<file path="src/rtl/tft_pic_pkg.sv">
// Shared TFT picture definitions: display/picture geometry,
// ROM sizing and the per-axis bounce direction type.
package tft_pic_pkg;

    localparam int H_VALID   = 480;
    localparam int V_VALID   = 272;
    localparam int PIC_W     = 100;
    localparam int PIC_H     = 100;
    localparam int STEP      = 2;
    localparam int ROM_DEPTH = PIC_W * PIC_H;
    localparam int ADDR_W    = 14;

    typedef enum logic {
        DIR_INC = 1'b0,
        DIR_DEC = 1'b1
    } dir_t;

endpackage

</file>
<file path="src/rtl/tft_axis_bounce.sv">
// One-axis bouncing position: moves by STEP per update between 0 and limit.
// Ports: clk, rst (sync high), update, limit, pos, dir.
module tft_axis_bounce
    import tft_pic_pkg::*;
#(
    parameter int STEP = tft_pic_pkg::STEP
) (
    input  logic       clk,
    input  logic       rst,
    input  logic       update,
    input  logic [9:0] limit,
    output logic [9:0] pos,
    output dir_t       dir
);

    logic [10:0] pos_ext;
    logic [10:0] pos_inc;
    logic [9:0]  pos_nxt;
    dir_t        dir_nxt;

    // 11-bit intermediates keep pos+STEP from wrapping
    always_comb begin
        pos_ext = {1'b0, pos};
        pos_inc = pos_ext + 11'(STEP);
        pos_nxt = pos;
        dir_nxt = dir;
        unique case (dir)
            DIR_INC: begin
                if (pos_inc >= {1'b0, limit}) begin
                    pos_nxt = limit;
                    dir_nxt = DIR_DEC;
                end else begin
                    pos_nxt = pos_inc[9:0];
                end
            end
            DIR_DEC: begin
                if (pos_ext <= 11'(STEP)) begin
                    pos_nxt = '0;
                    dir_nxt = DIR_INC;
                end else begin
                    pos_nxt = pos - 10'(STEP);
                end
            end
        endcase
    end

    always_ff @(posedge clk) begin
        if (rst) begin
            pos <= '0;
            dir <= DIR_INC;
        end else if (update) begin
            pos <= pos_nxt;
            dir <= dir_nxt;
        end
    end

endmodule

</file>
<file path="src/rtl/tft_pic_move_ctrl.sv">
// Bouncing picture controller: ROM read/address for pixels inside the
// picture, and per-frame picture movement.
// Ports: sys_clk, sys_rst, frame_end, move_en, pix_req, pix_x, pix_y in;
//        rom_rd_en, rom_addr, in_pic, pic_x, pic_y out.
module tft_pic_move_ctrl
    import tft_pic_pkg::*;
#(
    parameter int H_VALID = tft_pic_pkg::H_VALID,
    parameter int V_VALID = tft_pic_pkg::V_VALID,
    parameter int PIC_W   = tft_pic_pkg::PIC_W,
    parameter int PIC_H   = tft_pic_pkg::PIC_H,
    parameter int STEP    = tft_pic_pkg::STEP
) (
    input  logic        sys_clk,
    input  logic        sys_rst,
    input  logic        frame_end,
    input  logic        move_en,
    input  logic        pix_req,
    input  logic [9:0]  pix_x,
    input  logic [9:0]  pix_y,
    output logic        rom_rd_en,
    output logic [13:0] rom_addr,
    output logic        in_pic,
    output logic [9:0]  pic_x,
    output logic [9:0]  pic_y
);

    localparam logic [9:0]  X_LIM     = 10'(H_VALID - PIC_W);
    localparam logic [9:0]  Y_LIM     = 10'(V_VALID - PIC_H);
    localparam logic [13:0] ADDR_LAST = 14'(PIC_W * PIC_H - 1);

    logic        update;
    logic        hit;
    logic [10:0] x_hi;
    logic [10:0] y_hi;
    dir_t        dir_x;
    dir_t        dir_y;
    logic        unused_dir;

    assign update     = frame_end & move_en;
    assign unused_dir = ^{dir_x, dir_y};

    // window test against the registered position, so a coincident
    // frame_end still sees the old picture location
    always_comb begin
        x_hi = {1'b0, pic_x} + 11'(PIC_W - 1);
        y_hi = {1'b0, pic_y} + 11'(PIC_H - 1);
        hit  = pix_req
            && (pix_x >= pic_x) && ({1'b0, pix_x} <= x_hi)
            && (pix_y >= pic_y) && ({1'b0, pix_y} <= y_hi);
    end

    always_ff @(posedge sys_clk) begin
        if (sys_rst) begin
            rom_rd_en <= 1'b0;
            in_pic    <= 1'b0;
            rom_addr  <= '0;
        end else begin
            rom_rd_en <= hit;
            in_pic    <= rom_rd_en;
            if (frame_end) begin
                rom_addr <= '0;
            end else if (rom_rd_en) begin
                rom_addr <= (rom_addr == ADDR_LAST) ? '0 : rom_addr + 14'd1;
            end
        end
    end

    tft_axis_bounce #(.STEP(STEP)) u_axis_x (
        .clk    (sys_clk),
        .rst    (sys_rst),
        .update (update),
        .limit  (X_LIM),
        .pos    (pic_x),
        .dir    (dir_x)
    );

    tft_axis_bounce #(.STEP(STEP)) u_axis_y (
        .clk    (sys_clk),
        .rst    (sys_rst),
        .update (update),
        .limit  (Y_LIM),
        .pos    (pic_y),
        .dir    (dir_y)
    );

endmodule

</file>
<file path="config.mk">
export PLATFORM = sky130hd
export DESIGN_NAME = tft_pic_move_ctrl
export DESIGN_NICKNAME = d
export VERILOG_FILES = /design/src/rtl/tft_pic_pkg.sv /design/src/rtl/tft_axis_bounce.sv /design/src/rtl/tft_pic_move_ctrl.sv
export SDC_FILE = /design/constraint.sdc
export NUM_CORES = 1
export LEC_CHECK = 0
export CORE_MARGIN = 2
export CORE_UTILIZATION = 30
export CTS_CLUSTER_SIZE = 12
export DETAILED_ROUTE_END_ITERATION = 8
export HOLD_SLACK_MARGIN = 0.08
export PLACE_DENSITY = 0.58
export SYNTH_ARGS = -nofsm -noshare
export SYNTH_HDL_FRONTEND = slang
export SYNTH_SLANG_ARGS = --single-unit
</file>
<file path="constraint.sdc">
create_clock -name sys_clk -period 3.4 [get_ports sys_clk]
set_input_delay 0.51 -clock sys_clk [delete_from_list [all_inputs] [get_ports sys_clk]]
set_output_delay 0.51 -clock sys_clk [all_outputs]
set_load 0.01 [all_outputs]
</file>
Word level (Yosys, flattened, before mapping). Cells that the tools add are included.

Add/subtract/negate cells: 7. Order comparisons: 8. Equal/unequal tests: 1. Multiplexer cells: 13. Bitwise logic cells: 3. Reduce and logical (&&, ||, !) cells: 5.

Operators by type and width (number): two-way mux 10 bit (4); one-hot mux 10 bit (2 select lines) (2); adder 10 x 2 -> 11 bit, second input constant (2); adder 10 x 7 -> 11 bit, second input constant (2); less-or-equal comparator 10 x 11 -> 1 bit (2); greater-or-equal comparator 10 bit (2); less-or-equal comparator 10 x 2 -> 1 bit, second input constant (2); subtractor 10 x 2 -> 10 bit, second input constant (2); adder 14 x 1 -> 14 bit, second input constant (1); == test 14 bit, second input constant (1); two-way mux 14 bit (1); greater-or-equal comparator 11 x 8 -> 1 bit, second input constant (1); greater-or-equal comparator 11 x 9 -> 1 bit, second input constant (1); logical AND 1 bit (4); two-way mux 1 bit (4); one-hot mux 1 bit (2 select lines) (2); NOT 1 bit (2); OR reduction 2 bit (1); AND 1 bit (1).

Bits in registers: 38. Bits of input ports: 25. Output and inout bits: 36. Word-level logic and storage cells: 44.

Depth between registers and ports, before layout. Gate-level depths: netlist (run 1).

Depth in word-level cells: 5. Depth in mapped cells: 11. Mapped depth without buffers: 11.

Modules after synthesis. From an unflattened synthesis (run 1), not the netlist that was laid out.

Cell total of the unflattened synthesis: 525. Area, all modules: 4062.6 sq um.

Modules (own cells, without submodules): tft_axis_bounce (times used 2, cells an instance 148, area an instance 1099.8 sq um, seq. area each 220.2 sq um); tft_pic_move_ctrl (times used 1, cells an instance 229, area an instance 1863.0 sq um, seq. area each 320.3 sq um).

Worst setup path after synthesis (run 1). Ideal clock, no wire load.

Path kind: flip-flop to flip-flop. Start point: register u_axis_x.pos[3]. End point: register rom_rd_en. Setup time: 0.092 ns. Arrival: 2.458 ns. Required time: 3.308 ns. Path slack: 0.850 ns. Stages on the path, launching flop included: 12. Path buffers: 1. Period minus slack after synthesis: 2.550 ns. Cells stage by stage: dfxtp_1 buf_1 nand4_1 nand2_1 nand2_1 xnor2_1 ha_1 a21oi_1 nor2b_1 a2111oi_0 a211oi_1 nor4_1.

Word-level cells in the longest chain between the ends: 5. Elaborated cells on any way between the ends: 7. Those cells by class: add/sub (1); order compare (2); reduce/logical (4).

RTL lines: from (decl) (line tft_axis_bounce.sv:12) `output logic [9:0] pos,`; from (signal assigned) (line tft_axis_bounce.sv:52) `pos <= pos_nxt;`; adder 10 x 7 -> 11 bit / greater-or-equal comparator 10 bit (equally long branches) (line tft_pic_move_ctrl.sv:46, tft_pic_move_ctrl.sv:49); less-or-equal comparator 10 x 11 -> 1 bit / logical AND 1 bit (equally long branches) (line tft_pic_move_ctrl.sv:49) `&& (pix_x >= pic_x) && ({1'b0, pix_x} <= x_hi)`; logical AND 1 bit (*) (line tft_pic_move_ctrl.sv:49); logical AND 1 bit (*) (2 in series) (line tft_pic_move_ctrl.sv:50) `&& (pix_y >= pic_y) && ({1'b0, pix_y} <= y_hi);`; to (signal assigned) (line tft_pic_move_ctrl.sv:59) `rom_rd_en <= hit;`; to (decl) (line tft_pic_move_ctrl.sv:21) `output logic rom_rd_en,`.

Mark *: on every way between the ends. The rest lies on a longest branch, timed or not. A chain may end at the register's enable or synchronous reset.

Final worst setup path (run 1). Ends and elaborated chain as after synthesis.

==> results of run 1 <==
-- flip-flops by register name, summed over array words and instances (netlist names) --
register      count
in_pic            1
rom_addr         14
rom_rd_en         1
u_axis_x.dir      1
u_axis_x.pos      9
u_axis_y.dir      1
u_axis_y.pos      9
-- how the worst max path moves through the flow --
stage,from,end,depth (start not counted)
after floorplan,u_axis_x.pos[3],rom_rd_en,11
after global placement,u_axis_x.pos[3],rom_rd_en,10
after detailed placement,u_axis_x.pos[1],rom_rd_en,10
after CTS,u_axis_x.pos[1],rom_rd_en,10
after global routing,u_axis_x.pos[3],rom_rd_en,10
final,u_axis_x.pos[3],rom_rd_en,10
-- cell families (layout without fill, tap and decap cells) --
group / after synthesis / after routing / share of synthesized area
buffers and inverters: 56 / 93 / 0.0669
multiplexers: 3 / 3 / 0.00854
XOR/XNOR: 32 / 32 / 0.0797
adder cells (fa/ha/maj): 45 / 45 / 0.160
other: 1 / 2 / 0.00107
AO/OA/AOI/OAI: 124 / 124 / 0.250
flip-flops: 36 / 36 / 0.205
AND/OR/NAND/NOR: 151 / 151 / 0.228
-- layer usage --
metal	GRT usage	up-vias	wire (um)
li1	-	1741	-
met1	0.195	1663	4500
met2	0.253	94	4680
met3	0.0275	6	482
met4	0.0341	0	76
met5	0	-	0
-- power by group through the flow --
| stage | clock, mW | combinational [mW] | sequential, mW |
|---|---|---|---|
| CTS | 0.521 | 0.296 | 0.458 |
| global route | 0.540 | 0.331 | 0.462 |
| floorplan | 0 | 0.204 | 0.452 |
| detailed placement | 0 | 0.294 | 0.467 |
| finish | 0.509 | 0.298 | 0.459 |
| global placement | 0 | 0.290 | 0.467 |
-- cell type report --
type	instances	area, um2
fillers	1219	7100
inverters	24	90.1
clock buffers	6	129
flip-flops and latches	36	721
repair buffers	61	603
well taps	143	179
clock inverters	2	35.0
multi-input cells	357	2560
-- synthesized netlist by cell type (4+ instances only) --
library cell	n	area [um2]
xor2_1	9	78.8
nor2_1	43	161
o21ai_0	23	115
nand4_1	9	56.3
a21oi_1	25	125
inv_1	24	90.1
nor4_1	9	56.3
xnor2_1	23	201
nand3_1	15	75.1
nor3_1	16	80.1
nand2_1	23	86.3
or4_1	5	37.5
a211oi_1	7	52.6
and3_1	5	31.3
buf_2	8	40.0
clkbuf_1	19	71.3
a311oi_1	10	87.6
a31oi_1	8	50.1
dfxtp_1	36	721
a21o_1	6	45.0
nand2b_1	4	25.0
ha_1	45	563
-- critical path: cells and delay by family, from the launching register on --
kind / cells / cell delay, ns
AO/OA/AOI/OAI: 3 / 0.70
XOR/XNOR: 1 / 0.15
adder cells (fa/ha/maj): 1 / 0.31
flip-flops: 1 / 0.65
AND/OR/NAND/NOR: 5 / 0.87
-- through the flow --
stage               power [mW]  setup slack [ns]  instance area [um2]  std cells
floorplan                0.656             0.850                 3520        449
global placement         0.757             0.761                 4160        621
detailed placement       0.761             0.656                 4160        621
CTS                       1.27             0.621                 4320        629
global route              1.33             0.394                 4320        629
finish                    1.27             0.638                 4320        629
==> results.json, run 1 <==
{
  "antenna-diode-count": 0,
  "ant_nets": 0,
  "core_area_um2": 11400,
  "ys_seq_area_frac": 0.205,
  "r2r-end": "rom_rd_en",
  "final_cell_mix": "clkdlybuf4s50_1, ha_1, nor2_1, dfxtp_1, a21oi_1",
  "grt_start_max_net_pins": 23,
  "max_stage_delay_ns": 0.65,
  "hold_viol": 0,
  "io_pins": 61,
  "hold_buffers": 0,
  "hold_ws_ns": 0.546,
  "drt-pass1-iter-count": 4,
  "setup_tns_ns": 0,
  "rsz0062_at_grt": "no",
  "ys.flop_type": "dfxtp_1",
  "dieHeight_um": 112,
  "grt_pass1_wl_um": 15800,
  "postCtsSetupBuffers": 0,
  "worstMarginPinSlew_ns": 0.712,
  "cts_tree": "yes",
  "rr_worst_depth": 10,
  "yosys_warnings": 0,
  "gp_congestion": 0.853,
  "maxCapViolCount": 0,
  "pwr-share-clk": 0.402,
  "synth-seq-cells": 36,
  "worstPathArrival_ns": 2.94,
  "synth.distinct_cells": 70,
  "syn2layout_area_growth_pct": 22.9,
  "reg2reg_from": "u_axis_x.pos[3]",
  "setup_viol": 0,
  "synth_area_um2": 3520,
  "outcome": "finished clean",
  "r2r_slack_ns": 0.64,
  "synth_edf_count": 0,
  "utilization": 0.378,
  "period_needed_ns": 2.76,
  "cp-end-kind": "flip-flop",
  "route.detailed.drc": 0,
  "hp-class": "reg2reg",
  "ctsLongestPathBuffers": 2,
  "cts_buffers": 5,
  "htree_levels": 2,
  "clk_pin_slew_ns": 0.05,
  "holdCritStartpoint": "rom_addr[10]",
  "power.density_nw_per_um2": 293,
  "via_per_inst": 5.57,
  "io_buffers": 58,
  "syn_avg_cell_area_um2": 7.85,
  "drt-wirelength-per-cell_um": 15.5,
  "cpMaxStageDelayCell": "dfxtp_1",
  "grt_usage": 0.148,
  "dr.first_iter.drc_count": 132,
  "crit_chain": "nand4_1, nand2_1, nand2_1, xnor2_1, ha_1, a21oi_1, nor2b_1, a2111oi_0, a211oi_1, nor4_1",
  "worstSetupPathType": "reg2reg",
  "slew_violations": 0,
  "path_common_cell": "nand2_1",
  "p_leak_nw": 1.55,
  "start_util": 0.308,
  "combPwrFrac": 0.236,
  "drt-total-wl_um": 9740,
  "slew_headroom": 0.525,
  "num_vias": 3504,
  "num_rows": 39,
  "antenna_found_initial": 0,
  "dieWidth_um": 112,
  "crit_path_start_kind": "flip-flop",
  "switching_share": 0.281,
  "worstSkewPairLatency_ns": 0.27,
  "skew_ns": 0.00488,
  "cp_max_fo": 16,
  "switching_power_mw": 0.356,
  "worstPathRequired_ns": 3.58,
  "max_freq_ghz": 0.362,
  "drive_above_1_share": 0.0494,
  "layout_commonest_cell": "clkdlybuf4s50_1",
  "seq_power_share": 0.362,
  "synthArstFlopShare": 0,
  "grt_overflow": 0,
  "postSynthCellCount": 448,
  "cts.sinks": 36,
  "internal-power_mw": 0.910,
  "grt_pass1_vias": 3237,
  "fp.dieArea_um2": 12600,
  "finalCritPeriodShare": 0.812,
  "place_hpwl_um": 7550,
  "root_buffer": "clkbuf_16",
  "final_nets": 555,
  "whs_endpoint": "rom_addr[10]",
  "peakVddDrop_mv": 0.184,
  "cts_resized": 0,
  "hold_depth": 2
}
Power figures use the tool's default switching activity.
==> inputs of run 2 (changes only) <==
==> constraint.sdc (replaced) <==
create_clock -name sys_clk -period 2.6 [get_ports sys_clk]
set_input_delay 0.39 -clock sys_clk [delete_from_list [all_inputs] [get_ports sys_clk]]
set_output_delay 0.39 -clock sys_clk [all_outputs]
set_load 0.01 [all_outputs]
==> results.json, run 2 (synthesis results as in run 1) <==
{
  "outcome": "finished clean",
  "via_per_inst": 5.40,
  "period_needed_ns": 2.37,
  "nFillCells": 1180,
  "holdCritStartpoint": "rom_addr[13]",
  "rsz0062_at_grt": "no",
  "drt-pass1-iter-count": 5,
  "seqCellArea_um2": 722,
  "ant_nets": 0,
  "cpMaxStageDelayCell": "a2111oi_2",
  "max_stage_delay_ns": 0.38,
  "grt_pass1_vias": 3534,
  "io_pins": 61,
  "finalCritPeriodShare": 0.913,
  "hp-class": "reg2reg",
  "slew_headroom": 0.515,
  "slew_violations": 0,
  "drt-total-wl_um": 10100,
  "start_util": 0.308,
  "cp_top_family": "compound AO/OA/AOI/OAI gates",
  "multi_input_area_um2": 2580,
  "peakVddDrop_mv": 0.377,
  "num_rows": 39,
  "worstSetupPathType": "reg2reg",
  "path_common_cell": "ha_1",
  "antenna_found_initial": 0,
  "reg2reg_from": "u_axis_x.pos[1]",
  "cp-end-kind": "flip-flop",
  "drive_above_1_share": 0.0984,
  "cts.sinks": 36,
  "cp.depth": 8,
  "cp_max_fo": 5,
  "top_regs": "rom_addr x14, u_axis_x.pos x9, u_axis_y.pos x9",
  "antenna-diode-count": 0,
  "stdcell_count": 651,
  "setup_viol": 0,
  "clk_pin_slew_ns": 0.06,
  "hold_viol": 0,
  "grt_overflow": 0,
  "fin_area_um2": 4520,
  "core_area_um2": 11400,
  "skew_ns": 0.00861,
  "worstSkewPairLatency_ns": 0.28,
  "final_cell_mix": "clkdlybuf4s50_1, ha_1, nor2_1, dfxtp_1",
  "largest_register": "rom_addr",
  "crit_buf_inv": 0,
  "worstMarginPinSlew_ns": 0.727,
  "drt-wirelength-per-cell_um": 15.5,
  "hold_depth": 2,
  "gp_congestion": 0.884,
  "power.density_nw_per_um2": 387,
  "max_freq_ghz": 0.421,
  "crit_path_start_kind": "flip-flop",
  "setup_tns_ns": 0,
  "rr_worst_depth": 8,
  "route.detailed.drc": 0,
  "io_buffers": 58,
  "dieHeight_um": 112,
  "r2r_slack_ns": 0.23,
  "syn2layout_area_growth_pct": 28.5,
  "grt_usage": 0.160,
  "maxCapViolCount": 0,
  "place_hpwl_um": 7970,
  "largest_register_ffs": 14,
  "p_leak_nw": 1.67,
  "whs_endpoint": "rom_addr[13]",
  "dp.cells": 643,
  "grt_start_max_net_pins": 23,
  "final_nets": 577,
  "fp.dieArea_um2": 12600,
  "htree_levels": 2,
  "r2r-end": "rom_rd_en",
  "cts_tree": "yes",
  "hold_buffers": 0,
  "ctsLongestPathBuffers": 2,
  "grt_pass1_wl_um": 17000,
  "crit_chain": "ha_1, and3_1, xnor2_1, ha_1, a21o_1, a2111oi_2, a211oi_1, nor4_1",
  "place_area_um2": 4320,
  "worstPathRequired_ns": 2.79,
  "cts_buffers": 5,
  "dieWidth_um": 112,
  "layout_commonest_cell": "clkdlybuf4s50_1",
  "root_buffer": "clkbuf_16",
  "num_vias": 3517,
  "worstPathArrival_ns": 2.56,
  "dr.first_iter.drc_count": 181
}
[run 2: metrics by stage]
stage / utilization / power, mW / hold slack, ns / setup WS [ns]
3_5_place_dp: 0.378 / 1.02 / 0.520 / 0.0855
4_1_cts: 0.394 / 1.76 / 0.544 / 0.0627
3_3_place_gp: 0.378 / 1.01 / 0.531 / 0.238
5_1_grt: 0.396 / 1.84 / 0.565 / 0.0115
6_report: 0.396 / 1.75 / 0.539 / 0.225
2_1_floorplan: - / 0.858 / 0.469 / 0.0503
[run 2: what timing repair did]
item | CTS | global route
buffers inserted | 0 | 0
setup endpoints to repair | 0 | 1
gates resized for setup | 0 | 4
[run 2: layout make-up]
cell class / instances / share of cell area
tap: 143 / 0.0396
inverter: 24 / 0.0199
timing repair buffer: 83 / 0.170
sequential: 36 / 0.160
clock buffer: 7 / 0.0338
clock inverter: 1 / 0.00665
multi-input combinational: 357 / 0.570
[run 2: worst reg2reg max path, stage by stage (launching register included)]
cell       delay [ns]
dfxtp_2          0.34
ha_1             0.23
and3_1           0.23
xnor2_1          0.22
ha_1             0.28
a21o_1           0.19
a2111oi_2        0.38
a211oi_1         0.15
nor4_1           0.27
[run 2: power by group]
part	switching, mW	internal [mW]	leakage [nW]
clock	0.232	0.505	0.0901
sequential	0.0183	0.563	0.292
combinational	0.235	0.196	1.29
total	0.485	1.26	1.67
[run 2: routing by layer]
layer / track usage / wire length (um) / vias to the layer above
li1: - / - / 1776
met3: 0.0286 / 445 / 10
met5: 0 / 0 / -
met4: 0.0382 / 114 / 0
met1: 0.217 / 4790 / 1639
met2: 0.265 / 4770 / 92
[run 2: worst max-delay path by stage]
stage / endpoint / slack, ns / startpoint
finish: rom_rd_en / 0.23 / u_axis_x.pos[1]
global route: rom_rd_en / 0.01 / u_axis_x.pos[2]
CTS: rom_rd_en / 0.06 / u_axis_x.pos[1]
detailed placement: rom_rd_en / 0.09 / u_axis_x.pos[1]
global placement: rom_rd_en / 0.24 / u_axis_x.pos[1]
floorplan: rom_rd_en / 0.05 / u_axis_x.pos[3]
==> inputs of run 3 (changes only) <==
==> constraint.sdc (replaced) <==
create_clock -name sys_clk -period 2.6 [get_ports sys_clk]
set_input_delay 0.39 -clock sys_clk [delete_from_list [all_inputs] [get_ports sys_clk]]
set_output_delay 0.39 -clock sys_clk [all_outputs]
set_load 0.02 [all_outputs]
==> results.json, run 3 (synthesis results as in run 1) <==
{
  "outcome": "finished clean",
  "whs_endpoint": "rom_addr[13]",
  "core_area_um2": 11400,
  "cts_tree": "yes",
  "fp.dieArea_um2": 12600,
  "skew_ns": 0.00476,
  "grt_usage": 0.160,
  "ant_nets": 0,
  "holdCritStartpoint": "rom_addr[13]",
  "setup_viol": 0,
  "htree_levels": 2,
  "gp_congestion": 0.902,
  "hold_viol": 0,
  "final_cell_mix": "clkdlybuf4s50_1, ha_1, nor2_1, dfxtp_1, buf_4",
  "power.density_nw_per_um2": 377,
  "postCtsSetupBuffers": 0,
  "crit_path_start_kind": "flip-flop",
  "dieHeight_um": 112,
  "clk_pin_slew_ns": 0.06,
  "worstPathRequired_ns": 2.78,
  "dr.first_iter.drc_count": 163,
  "cp_max_fo": 6,
  "drt-pass1-iter-count": 5,
  "dpl_worst_slack_ns": 0.107,
  "syn2layout_area_growth_pct": 28.7,
  "period_needed_ns": 2.46,
  "layout_commonest_cell": "clkdlybuf4s50_1",
  "cts_buffers": 5,
  "num_rows": 39,
  "worstMarginPinSlew_ns": 0.679,
  "root_buffer": "clkbuf_16",
  "io_pins": 61,
  "dieWidth_um": 112,
  "largest_register_ffs": 14,
  "peakVddDrop_mv": 0.290,
  "r2r_slack_ns": 0.14,
  "setup_tns_ns": 0,
  "drive_above_1_share": 0.104,
  "reg2reg_from": "u_axis_x.pos[2]",
  "worstSkewPairLatency_ns": 0.27,
  "slew_headroom": 0.546,
  "hold_depth": 2,
  "finalCritPeriodShare": 0.947,
  "via_per_inst": 5.51,
  "setup_slack_ns": 0.138,
  "p_total_mw": 1.71,
  "antenna_found_initial": 0,
  "hp-class": "reg2reg",
  "cts.sinks": 36,
  "p_leak_nw": 1.67,
  "worstSetupPathType": "reg2reg",
  "r2r-end": "rom_rd_en",
  "drt-wirelength-per-cell_um": 15.8,
  "start_util": 0.308,
  "drt-total-wl_um": 10300,
  "maxCapViolCount": 0,
  "route.detailed.drc": 0,
  "ctsLongestPathBuffers": 2,
  "grt_pass1_wl_um": 16900,
  "antenna-diode-count": 0,
  "top_regs": "rom_addr x14, u_axis_x.pos x9, u_axis_y.pos x9",
  "num_vias": 3604,
  "largest_register": "rom_addr",
  "grt_overflow": 0,
  "final_nets": 580,
  "cp-end-kind": "flip-flop",
  "max_freq_ghz": 0.406,
  "grt_start_max_net_pins": 23,
  "rr_worst_depth": 10,
  "worstPathArrival_ns": 2.64,
  "place_hpwl_um": 8120,
  "utilization": 0.396,
  "slew_violations": 0,
  "grt_pass1_vias": 3441,
  "io_buffers": 58
}
-- run 3: changes by cell type in the layout (fill, tap and decap cells not counted) --
cell        delta
buf_4          +3
clkbuf_8       -2
clkinvlp_4     +1
clkinv_2       +1
-- run 3: power breakdown --
part	switching (mW)	internal [mW]
clock	0.228	0.450
sequential	0.0244	0.563
combinational	0.242	0.200
-- run 3: how the worst max path moves through the flow --
stage	depth (start not counted)	endpoint	from	slack (ns)
after CTS	11	rom_rd_en	u_axis_x.pos[1]	0.07
after detailed placement	11	rom_rd_en	u_axis_x.pos[1]	0.11
after global placement	10	rom_rd_en	u_axis_x.pos[2]	0.19
after floorplan	11	rom_rd_en	u_axis_x.pos[1]	0.08
after global routing	10	rom_rd_en	u_axis_x.pos[2]	-0.04
final	10	rom_rd_en	u_axis_x.pos[2]	0.14
-- run 3: timing repair --
action,in CTS,in global routing
hold buffers,0,0
resized for setup,0,4
setup endpoints to repair,0,1
-- run 3: final cells by class --
type,count,area [um2]
clock inverter,3,42.5
multi-input combinational,357,2580
inverter,24,90.1
sequential,36,722
fill,1201,6890
clock buffer,5,125
tap,143,179
timing repair buffer,86,791
-- run 3: critical path, stage by stage, from the launching register on --
cell,delay (ns)
dfxtp_1,0.43
ha_1,0.24
nand3_1,0.13
nand2_1,0.11
nand3_1,0.09
xnor2_1,0.14
ha_1,0.30
nor2b_1,0.15
a2111oi_2,0.35
a211oi_1,0.13
nor4_1,0.29
-- run 3: metrics by stage --
stage,instance area (um2),hold slack (ns),cells
after floorplan,3520,0.469,449
after global placement,4340,0.530,646
after detailed placement,4340,0.550,646
after CTS,4510,0.562,654
after global routing,4530,0.594,654
final,4530,0.564,654
-- run 3: metal layers --
layer / wire length, um / GRT usage / up-vias
met1: 4890 / 0.221 / 1727
met2: 4920 / 0.262 / 77
met3: 400 / 0.0259 / 10
met4: 108 / 0.0390 / 0
met5: 0 / 0 / -
li1: - / - / 1790
